--- src/rtl/spi_slave_responder.sv ---
// Mode-0 single-lane SPI slave: deserialises CMD/ADDR/WDATA/DUMMY/RDATA frames
// into a cmd/addr/wdata packet and serialises a supplied read word on MISO.
module spi_slave_responder #(
  parameter int unsigned SYNC_STAGES = 2,
  parameter int unsigned MAX_LEN     = 32
) (
  input  logic               clk_i,
  input  logic               rst_i,
  input  logic               spi_sclk_i,
  input  logic               spi_csn_i,
  input  logic               spi_mosi_i,
  output logic               spi_miso_o,
  output logic               spi_miso_oe_o,
  input  logic [5:0]         cmd_len_i,
  input  logic [5:0]         addr_len_i,
  input  logic [5:0]         wdata_len_i,
  input  logic [5:0]         dummy_len_i,
  input  logic [5:0]         rdata_len_i,
  input  logic [MAX_LEN-1:0] rdata_i,
  output logic [MAX_LEN-1:0] cmd_o,
  output logic [MAX_LEN-1:0] addr_o,
  output logic [MAX_LEN-1:0] wdata_o,
  output logic               frame_valid_o,
  output logic               frame_err_o,
  output logic               busy_o
);

  localparam int unsigned LW = 6;
  localparam int unsigned DW = MAX_LEN;

  typedef enum logic [2:0] {
    IDLE_WAIT, IDLE, CMD, ADDR, WDATA, DUMMY, RDATA, DONE
  } state_t;

  state_t r_state, w_state_nx;

  logic [SYNC_STAGES-1:0] r_sclk_sync, r_csn_sync, r_mosi_sync;
  logic r_sclk_d, r_csn_d;
  logic w_sclk_s, w_csn_s, w_mosi_s;
  logic w_sclk_rise, w_sclk_fall, w_csn_rise, w_csn_fall;

  logic [LW-1:0] r_cmd_len, r_addr_len, r_wdata_len, r_dummy_len, r_rdata_len;
  logic [LW-1:0] w_cmd_len, w_addr_len, w_wdata_len, w_dummy_len, w_rdata_len;
  logic [LW-1:0] r_bit_cnt, w_cnt_nx, w_cnt_inc, w_cur_len;

  logic [DW-1:0] r_cmd_sh, r_addr_sh, r_wdata_sh, r_tx_sh;
  logic [DW-1:0] w_cmd_nx, w_addr_nx, w_wdata_nx;
  logic [DW-1:0] r_cmd_out, r_addr_out, r_wdata_out;
  logic r_frame_valid, r_frame_err, r_busy, r_miso, r_miso_oe;
  logic w_frame_start, w_frame_ok, w_frame_err, w_busy_nx, w_enter_rdata;

  function automatic logic [LW-1:0] clamp_len(input logic [LW-1:0] len);
    return (len > LW'(MAX_LEN)) ? LW'(MAX_LEN) : len;
  endfunction

  // Earliest later phase with a non-zero length wins; DONE when none remain.
  function automatic state_t next_phase(input state_t cur,
                                        input logic [LW-1:0] l_cmd, l_addr, l_wdata,
                                        input logic [LW-1:0] l_dummy, l_rdata);
    state_t nx;
    nx = DONE;
    if ((cur inside {IDLE, CMD, ADDR, WDATA, DUMMY}) && (l_rdata != '0)) nx = RDATA;
    if ((cur inside {IDLE, CMD, ADDR, WDATA}) && (l_dummy != '0)) nx = DUMMY;
    if ((cur inside {IDLE, CMD, ADDR}) && (l_wdata != '0)) nx = WDATA;
    if ((cur inside {IDLE, CMD}) && (l_addr != '0)) nx = ADDR;
    if ((cur == IDLE) && (l_cmd != '0)) nx = CMD;
    return nx;
  endfunction

  assign w_sclk_s    = r_sclk_sync[SYNC_STAGES-1];
  assign w_csn_s     = r_csn_sync[SYNC_STAGES-1];
  assign w_mosi_s    = r_mosi_sync[SYNC_STAGES-1];
  assign w_sclk_rise = w_sclk_s & ~r_sclk_d;
  assign w_sclk_fall = ~w_sclk_s & r_sclk_d;
  assign w_csn_rise  = w_csn_s & ~r_csn_d;
  assign w_csn_fall  = ~w_csn_s & r_csn_d;

  assign w_cmd_len   = clamp_len(cmd_len_i);
  assign w_addr_len  = clamp_len(addr_len_i);
  assign w_wdata_len = clamp_len(wdata_len_i);
  assign w_dummy_len = clamp_len(dummy_len_i);
  assign w_rdata_len = clamp_len(rdata_len_i);
  assign w_cnt_inc   = r_bit_cnt + LW'(1);

  // Synchronisers reset low so a held-low CSn is never mistaken for a new frame.
  always_ff @(posedge clk_i) begin
    if (rst_i) begin
      r_sclk_sync <= '0;
      r_csn_sync  <= '0;
      r_mosi_sync <= '0;
      r_sclk_d    <= 1'b0;
      r_csn_d     <= 1'b0;
    end else begin
      r_sclk_sync <= {r_sclk_sync[SYNC_STAGES-2:0], spi_sclk_i};
      r_csn_sync  <= {r_csn_sync[SYNC_STAGES-2:0], spi_csn_i};
      r_mosi_sync <= {r_mosi_sync[SYNC_STAGES-2:0], spi_mosi_i};
      r_sclk_d    <= w_sclk_s;
      r_csn_d     <= w_csn_s;
    end
  end

  always_ff @(posedge clk_i) begin
    if (rst_i) r_state <= IDLE_WAIT;
    else       r_state <= w_state_nx;
  end

  // Next state, bit counting and shifter updates; the bit is taken before end-of-frame.
  always_comb begin
    w_state_nx    = r_state;
    w_cnt_nx      = r_bit_cnt;
    w_cur_len     = '0;
    w_frame_start = 1'b0;
    w_frame_ok    = 1'b0;
    w_frame_err   = 1'b0;
    w_cmd_nx      = r_cmd_sh;
    w_addr_nx     = r_addr_sh;
    w_wdata_nx    = r_wdata_sh;

    case (r_state)
      CMD:     w_cur_len = r_cmd_len;
      ADDR:    w_cur_len = r_addr_len;
      WDATA:   w_cur_len = r_wdata_len;
      DUMMY:   w_cur_len = r_dummy_len;
      RDATA:   w_cur_len = r_rdata_len;
      default: w_cur_len = '0;
    endcase

    case (r_state)
      IDLE_WAIT: if (w_csn_s) w_state_nx = IDLE;
      IDLE: begin
        if (w_csn_fall) begin
          w_frame_start = 1'b1;
          w_cnt_nx      = '0;
          w_cmd_nx      = '0;
          w_addr_nx     = '0;
          w_wdata_nx    = '0;
          w_state_nx    = next_phase(IDLE, w_cmd_len, w_addr_len, w_wdata_len,
                                     w_dummy_len, w_rdata_len);
        end
      end
      CMD, ADDR, WDATA, DUMMY, RDATA: begin
        if (w_sclk_rise) begin
          if (r_state == CMD)   w_cmd_nx   = {r_cmd_sh[DW-2:0], w_mosi_s};
          if (r_state == ADDR)  w_addr_nx  = {r_addr_sh[DW-2:0], w_mosi_s};
          if (r_state == WDATA) w_wdata_nx = {r_wdata_sh[DW-2:0], w_mosi_s};
          if (w_cnt_inc == w_cur_len) begin
            w_cnt_nx   = '0;
            w_state_nx = next_phase(r_state, r_cmd_len, r_addr_len, r_wdata_len,
                                    r_dummy_len, r_rdata_len);
          end else begin
            w_cnt_nx = w_cnt_inc;
          end
        end
      end
      default: ;
    endcase

    if ((r_state != IDLE_WAIT) && (r_state != IDLE) && w_csn_rise) begin
      if (w_state_nx == DONE) w_frame_ok = 1'b1;
      else                    w_frame_err = 1'b1;
      w_state_nx = IDLE;
    end
  end

  assign w_busy_nx     = (w_state_nx != IDLE_WAIT) && (w_state_nx != IDLE);
  assign w_enter_rdata = (w_state_nx == RDATA) && (r_state != RDATA);

  always_ff @(posedge clk_i) begin
    if (rst_i) begin
      r_cmd_len     <= '0;
      r_addr_len    <= '0;
      r_wdata_len   <= '0;
      r_dummy_len   <= '0;
      r_rdata_len   <= '0;
      r_bit_cnt     <= '0;
      r_cmd_sh      <= '0;
      r_addr_sh     <= '0;
      r_wdata_sh    <= '0;
      r_cmd_out     <= '0;
      r_addr_out    <= '0;
      r_wdata_out   <= '0;
      r_frame_valid <= 1'b0;
      r_frame_err   <= 1'b0;
      r_busy        <= 1'b0;
    end else begin
      if (w_frame_start) begin
        r_cmd_len   <= w_cmd_len;
        r_addr_len  <= w_addr_len;
        r_wdata_len <= w_wdata_len;
        r_dummy_len <= w_dummy_len;
        r_rdata_len <= w_rdata_len;
      end
      r_bit_cnt  <= w_cnt_nx;
      r_cmd_sh   <= w_cmd_nx;
      r_addr_sh  <= w_addr_nx;
      r_wdata_sh <= w_wdata_nx;
      if (w_frame_ok) begin
        r_cmd_out   <= w_cmd_nx;
        r_addr_out  <= w_addr_nx;
        r_wdata_out <= w_wdata_nx;
      end
      r_frame_valid <= w_frame_ok;
      r_frame_err   <= w_frame_err;
      r_busy        <= w_busy_nx;
    end
  end

  // MISO: MSB on entry when RDATA opens the frame, otherwise on the next SCLK fall.
  always_ff @(posedge clk_i) begin
    if (rst_i) begin
      r_tx_sh   <= '0;
      r_miso    <= 1'b0;
      r_miso_oe <= 1'b0;
    end else if (w_csn_rise) begin
      r_miso    <= 1'b0;
      r_miso_oe <= 1'b0;
    end else if (w_enter_rdata && (r_state == IDLE)) begin
      r_tx_sh   <= rdata_i << 1;
      r_miso    <= rdata_i[DW-1];
      r_miso_oe <= 1'b1;
    end else if (w_enter_rdata) begin
      r_tx_sh <= rdata_i;
    end else if (w_sclk_fall) begin
      if (r_state == RDATA) begin
        r_miso    <= r_tx_sh[DW-1];
        r_tx_sh   <= r_tx_sh << 1;
        r_miso_oe <= 1'b1;
      end else begin
        r_miso    <= 1'b0;
        r_miso_oe <= 1'b0;
      end
    end
  end

  assign spi_miso_o    = r_miso;
  assign spi_miso_oe_o = r_miso_oe;
  assign cmd_o         = r_cmd_out;
  assign addr_o        = r_addr_out;
  assign wdata_o       = r_wdata_out;
  assign frame_valid_o = r_frame_valid;
  assign frame_err_o   = r_frame_err;
  assign busy_o        = r_busy;

endmodule

--- config.mk ---
export PLATFORM = sky130hd
export DESIGN_NAME = spi_slave_responder
export DESIGN_NICKNAME = d
export VERILOG_FILES = /design/src/rtl/spi_slave_responder.sv
export SDC_FILE = /design/constraint.sdc
export NUM_CORES = 1
export LEC_CHECK = 0
export CAP_MARGIN = 15
export CORE_AREA = 2 2 165 167
export CTS_CLUSTER_SIZE = 20
export DETAILED_ROUTE_END_ITERATION = 8
export DIE_AREA = 0 0 167 169
export PLACE_DENSITY = 0.7
export SLEW_MARGIN = 30
export SYNTH_ARGS = -nofsm -noshare
export SYNTH_HDL_FRONTEND = slang
export SYNTH_SLANG_ARGS = --single-unit
--- constraint.sdc ---
create_clock -name clk_i -period 3.5 [get_ports clk_i]
set_input_delay 0.875 -clock clk_i [delete_from_list [all_inputs] [get_ports clk_i]]
set_output_delay 0.875 -clock clk_i [all_outputs]
set_load 0.03 [all_outputs]
==> key figures, run 1 <==
Status
  • Outcome: completed

Place
  • IO buf count: 167
  • Post-detail-place hpwl: 18130 um
  • Placed cell area: 14150 um^2
  • Pre-CTS setup slack: -0.4730 ns
  • Routability Congestion: 0.8531

Power
  • Clk pwr share: 46.2%
  • Sequential power share: 49.2%
  • Net switching power: 0.001386 W
  • Gate power share: 4.7%
  • Power per cell area: 421.6 nW/um^2
  • Int Power: 0.005023 W
  • Switch share: 21.63%
  • Worst vdd ir: 0.3076 mV
  • Leakage: 5.673 nW

STA
  • Slew HR: 52.92%
  • Endpoints failing setup: 0
  • Max Fclk: 294.7 MHz
  • Fin crit period: 3.393 ns
  • Worst-Margin Slew: 0.7045 ns
  • Period utilisation layout: 96.94%
  • Final TNS setup: 0 ns
  • Setup WS post-layout: 0.1072 ns
  • Final number of max-transition violations: 0
  • Worst Skew: 0.02095 ns
  • Final Hold Viols: 0

Critical path
  • Critical Path Fanout Max: 16
  • WP data required: 3.92 ns
  • CP Data Arrival Time: 3.81 ns
  • Endpoint class of the critical path: register
  • Critical setup path kind: input port to register
  • Setup crit start kind: input port

Yosys
  • Largest family of logic cells by synthesized area: simple AND/OR/NAND/NOR gates
  • Post-Synth XOR/XNOR Area: 0.2242%
  • Top FF cell, synth: dfxtp_1
  • Adder-cell share of the synthesized area: 0.1068%
  • Dominant cells by area after synthesis: dfxtp_1 (47%), mux2_2 (8.6%), a22oi_1 (6.3%)
  • Area leader, netlist: dfxtp_1
  • Post-synthesis cell count: 1237
  • Share of the synthesized area in the top cell type: 47.14%
  • Post-synthesis sequential area ratio: 47.14%
  • Yosys reg bits: 276
  • Synthesized area: 11720 um^2
  • Post-synth EDFFs: 0
  • Mapped Nets: 1305
  • Yosys cell types: 62
  • Syn avg cell area: 9.475 um^2
  • Post-synthesis mux area share: 12.86%
  • Ys async rst share: 0%
  • Simple-gate area share of the yosys netlist: 18.98%
  • Synth warnings: 0
  • Synth Area in Compound Gates: 16.05%

Clocking
  • Clock root buffer: clkbuf_16
  • CTS tree: yes
  • Clk buf depth: 3
  • CTS Sinks: 276
  • Clk_lat worst skew: 0.55 ns
  • CTS clock-pin slew for the worst setup and hold paths: 0.06 ns
  • CTS Buf Count: 29
  • H-tree depth: 1
  • CTS Hold Bufs: 0

Floorplan
  • Die ar.: 28220 um^2
  • Effective utilization at floorplan: 44.23%
  • # IOs: 168
  • Num rows: 60
  • Chip height: 169 um
  • Core footprint: 26500 um^2
  • Die extent in x: 167 um

Global route
  • Met2 Track Usage GR: 30.29%
  • Vias in the first global route: 9212
  • GRT overflow: 0
  • Initial antenna violation count: 0
  • GRT busiest layer: met2
  • Global-route wire length before repair: 45310 um
  • Met3 usage: 4.255%
  • Tot GR Track Use: 18.75%
  • M1 GR Usage: 25.28%
  • Largest net degree at the start of global routing: 79

Drt
  • Via count: 9490
  • Initial DRT Pass Iterations: 5
  • Antenna viol nets, final: 0
  • Vias per inst: 5.322
  • DR iter-0 viols: 638
  • Overall routed net length: 27350 um
  • DRC violations left: 0
  • Avg WL per Cell: 15.34 um

Layout
  • Fin util: 57.36%
  • Layout Nets: 1489
  • Final Instance Area: 15200 um^2
  • Area grow syn2layout: 29.69%
  • Share of cells above drive strength 1: 17.20%
  • Number of diodes: 0

Min path
  • Hold Path Class: register to register

Flow run
  • Max cap viols: 0
## synthesized netlist by cell type, drive strengths merged, types with 3 or more instances
master and number:
dfxtp 276, nor3b 3, nor2b 110, nand3b 31
o21ai 16, nand2 105, inv 38, a22oi 99
nand3 4, a21oi 46, nand4b 3, nor2 120
nor4 10, o2bb2ai 29, or2 4, and3 4
clkbuf 75, o31ai 32, mux2 133, nor3 9
a21boi 3, and2 5, or3 8, nand4 4
a221oi 9, buf 19, a211oi 3, o221ai 3
## cell families after synthesis
logic type,after synthesis
AO/OA/AOI/OAI,261
XOR/XNOR,3
adder cells (fa/ha/maj),1
buffers and inverters,132
flip-flops,276
multiplexers,134
AND/OR/NAND/NOR,430
## state kept, by name, indices dropped and copies added (netlist names), 2 cells and up
name	count
r_dummy_len	6
r_addr_len	6
r_cmd_len	6
cmd_o	32
r_csn_sync	2
r_wdata_sh	32
r_sclk_sync	2
r_wdata_len	6
wdata_o	32
addr_o	32
r_cmd_sh	32
r_bit_cnt	6
r_state	3
r_rdata_len	6
r_tx_sh	32
r_mosi_sync	2
r_addr_sh	32
## area by class of cell
type	count	area, um^2
tap	341	426.7
multi-input combinational	829	5771
clock inverter	12	98.84
timing repair buffer	247	2404
clock buffer	40	827.0
inverter	38	142.6
sequential	276	5530
fill	2354	11300
## worst max-delay path, stage by stage
cell and delay (ns):
clkdlybuf4s50_1 0.42, or4_1 0.53, o211a_1 0.22, o211ai_1 0.36, a221oi_2 0.11, nand2_1 0.10
mux2i_2 0.10, nor4_4 0.24, buf_4 0.18, buf_12 0.15, buf_12 0.16, mux2_2 0.34
## path summary, 6_finish.rpt
check                      start          end  slack, ns  cells past startpoint
setup / recovery  rdata_len_i[0]  wdata_o[17]       0.11                     12
hold / removal       r_tx_sh[26]  r_tx_sh[26]       0.44                      2
setup reg to reg      r_state[1]  wdata_o[17]       0.14                     12
hold reg to reg      r_tx_sh[26]  r_tx_sh[26]       0.44                      2
## power by group through the flow
stage | clock (W) | combinational, W | sequential [W]
2_1_floorplan | 0 | 0.000143 | 0.00322
3_3_place_gp | 0 | 0.000294 | 0.00322
3_5_place_dp | 0 | 0.000295 | 0.00322
4_1_cts | 0.00303 | 0.000296 | 0.00315
5_1_grt | 0.00317 | 0.000326 | 0.00315
6_report | 0.00296 | 0.000299 | 0.00315
## through the flow
step | power (W) | instances | hold slack, ns
3_5_place_dp | 0.003516 | 1725 | 0.4325
4_1_cts | 0.006475 | 1777 | 0.4450
5_1_grt | 0.006651 | 1783 | 0.4632
2_1_floorplan | 0.003362 | 1237 | 0.4138
6_report | 0.006409 | 1783 | 0.4433
3_3_place_gp | 0.003515 | 1725 | 0.4306
## metal layers
layer,vias to the layer above,wire length [um]
li1,4743,-
met1,4494,12450
met2,210,12590
met3,43,1765
met4,0,552
met5,-,0
## cell usage in the layout, fill, tap and decap left out, types with 5 or more instances in the layout
| master | Yosys | final |
|---|---|---|
| dfxtp_1 | 276 | 274 |
| nor4_1 | 8 | 7 |
| nand2_1 | 105 | 105 |
| nand3b_1 | 31 | 31 |
| nor2_1 | 120 | 116 |
| or3_1 | 8 | 8 |
| buf_12 | 0 | 9 |
| clkinv_2 | 0 | 7 |
| mux2_2 | 89 | 89 |
| and2_1 | 5 | 5 |
| mux2_1 | 44 | 44 |
| a21oi_1 | 46 | 46 |
| o31ai_1 | 32 | 32 |
| o2bb2ai_1 | 29 | 29 |
| clkbuf_8 | 0 | 6 |
| a22oi_1 | 99 | 99 |
| buf_4 | 1 | 70 |
| o21ai_0 | 16 | 16 |
| nor2b_1 | 110 | 107 |
| clkdlybuf4s50_1 | 0 | 166 |
| clkbuf_1 | 75 | 5 |
| inv_1 | 38 | 38 |
| clkbuf_16 | 0 | 30 |
| a221oi_2 | 0 | 5 |
| nor3_1 | 9 | 8 |
## repair_timing
action | CTS | global route
pin swaps | 0 | 5
cloned | 0 | 1
setup endpoints to repair | 92 | 115
buffers inserted | 0 | 5
endpoints found under the hold margin | 0 | 0
resized for setup | 1 | 13
Power figures use the tool's default switching activity.
==> inputs of run 2 (changes only) <==
--- a/config.mk
+++ b/config.mk
@@ -12,3 +12,3 @@
 export DIE_AREA = 0 0 167 169
-export PLACE_DENSITY = 0.7
+export PLACE_DENSITY = 0.67
 export SLEW_MARGIN = 30
==> constraint.sdc (replaced) <==
create_clock -name clk_i -period 4.3 [get_ports clk_i]
set_input_delay 1.075 -clock clk_i [delete_from_list [all_inputs] [get_ports clk_i]]
set_output_delay 1.075 -clock clk_i [all_outputs]
set_load 0.05 [all_outputs]
==> key figures, run 2 (synthesis gave the netlist of run 1 again) <==
STA
  • Worst Skew: 0.01618 ns
  • Final Hold Viols: 0
  • Final number of max-transition violations: 0
  • Period utilisation layout: 89.83%
  • Worst-Margin Slew: 0.8662 ns
  • Slew HR: 42.19%
  • Final TNS setup: 0 ns
  • Endpoints failing setup: 0
  • Max Fclk: 258.9 MHz
  • Post-Route Hold Slack: 0.4435 ns
  • Fin crit period: 3.863 ns
  • Unrepaired setup endpoints after global routing: false

Layout
  • Fillers: 2353
  • Most frequent cells in the layout: dfxtp_1 (276), clkdlybuf4s50_1 (166), nor2_1 (116)
  • Commonest non-fill, non-tap cell in the layout: dfxtp_1
  • Finished Layout Cells: 1736
  • Share of cells above drive strength 1: 13.69%
  • Number of diodes: 0
  • Layout Nets: 1440
  • Area grow syn2layout: 26.67%

Critical path
  • Worst reg-to-reg path cell count: 11
  • Critical-path top delay cell: dfxtp_1
  • CP Buf/Inv Count: 3
  • Reg2reg start: r_state[1]
  • Setup crit start kind: register
  • FF-to-FF setup slack: 0.44 ns
  • Critical setup path kind: register to register
  • WP data required: 4.74 ns
  • Critical path's top delay family: simple AND/OR/NAND/NOR gates
  • Cell Chain, Critical Path: buf_4 -> or4bb_1 -> nand3_1 -> or3_1 -> nand4_1 -> nor4_4 -> mux2_2 -> nor4_4 -> buf_12 -> buf_12 -> mux2_2
  • Critical Path Fanout Max: 24
  • Endpoint class of the critical path: register
  • CP Data Arrival Time: 4.31 ns
  • CP peak stage delay: 0.53 ns
  • Worst r2r dst: addr_o[4]

Flow run
  • Max cap viols: 0

Floorplan
  • Die extent in x: 167 um
  • Core footprint: 26500 um^2
  • # IOs: 168
  • Chip height: 169 um
  • Num rows: 60
  • Effective utilization at floorplan: 44.23%
  • Die ar.: 28220 um^2

Drt
  • Initial DRT Pass Iterations: 5
  • DR iter-0 viols: 563
  • DRC violations left: 0
  • Avg WL per Cell: 15.69 um
  • Vias per inst: 5.283
  • Via count: 9171
  • Antenna viol nets, final: 0
  • Overall routed net length: 27240 um

Min path
  • Worst Hold Endpoint: r_tx_sh[12]
  • Hold path depth: 2
  • Worst hold start: r_tx_sh[12]
  • Hold Path Class: register to register

Power
  • Leakage: 5.437 nW
  • Power Total: 0.005500 W
  • Power per cell area: 370.5 nW/um^2
  • Worst vdd ir: 0.2824 mV

Global route
  • Tot GR Track Use: 18.77%
  • Largest net degree at the start of global routing: 159
  • GRT overflow: 0
  • Vias in the first global route: 9028
  • Initial antenna violation count: 0
  • Global-route wire length before repair: 45130 um

Place
  • IO buf count: 167
  • Post-detail-place hpwl: 17790 um
  • Post-Place Cells: 1682
  • Routability Congestion: 0.7987

Clocking
  • CTS Buf Count: 29
  • Clock root buffer: clkbuf_16
  • Buffer count from post-CTS setup fixing: 0
  • Clk_lat worst skew: 0.56 ns
  • CTS resizes: 0
  • Clk buf depth: 3
  • CTS clock-pin slew for the worst setup and hold paths: 0.06 ns
  • CTS Sinks: 276
  • CTS Hold Bufs: 0
  • CTS tree: yes
  • H-tree depth: 1

Status
  • Outcome: completed
run 2: cell types whose count changed in the layout (fill, tap and decap cells not counted), sizes merged:
cell      previous run  this run
buf                 80        32
bufinv               1         6
clkbuf              41        36
clkinv               7         9
inv                 41        39
clkinvlp             1         2
run 2: area by class of cell:
type / instances / area [um^2] / area share, %
multi-input cells: 829 / 5704 / 38.42
well taps: 341 / 426.7 / 2.874
clock buffers: 36 / 782.0 / 5.268
inverters: 38 / 142.6 / 0.9608
flip-flops and latches: 276 / 5525 / 37.22
clock inverters: 18 / 271.5 / 1.829
repair buffers: 198 / 1993 / 13.43
run 2: worst reg2reg max path, delay by kind of cell, from the launching register on:
kind / cells / cell delay (ns)
AND/OR/NAND/NOR: 6 / 1.77
multiplexers: 2 / 0.80
buffers and inverters: 3 / 0.67
flip-flops: 1 / 0.53
run 2: how the worst max path moves through the flow:
| stage | from | endpoint | cells past startpoint |
|---|---|---|---|
| 2_1_floorplan | rdata_len_i[0] | addr_o[31] | 10 |
| 3_3_place_gp | rdata_len_i[0] | addr_o[7] | 11 |
| 3_5_place_dp | rdata_len_i[0] | wdata_o[24] | 11 |
| 4_1_cts | r_state[1] | addr_o[4] | 11 |
| 5_1_grt | r_state[1] | wdata_o[23] | 11 |
| 6_report | r_state[1] | addr_o[4] | 11 |
run 2: stage by stage:
stage	worst slack, ns	area (um^2)	utilization [%]
2_1_floorplan	0.8443	11720	-
3_3_place_gp	0.1187	13790	52.03
3_5_place_dp	0.1069	13790	52.03
4_1_cts	0.4354	14840	56.01
5_1_grt	0.2168	14850	56.02
6_report	0.4373	14850	56.02
run 2: layer usage:
layer | routed length (um) | global-route usage (%)
met1 | 12800 | 25.25
met2 | 12460 | 30.74
met3 | 1410 | 4.068
met4 | 571 | 4.798
met5 | 0 | 0
run 2: power by group:
group / internal [W] / total [W] / switching (W)
registers: 0.00256 / 0.00257 / 0.00000452
logic: 0.000106 / 0.000219 / 0.000112
clock network: 0.00166 / 0.00272 / 0.00105
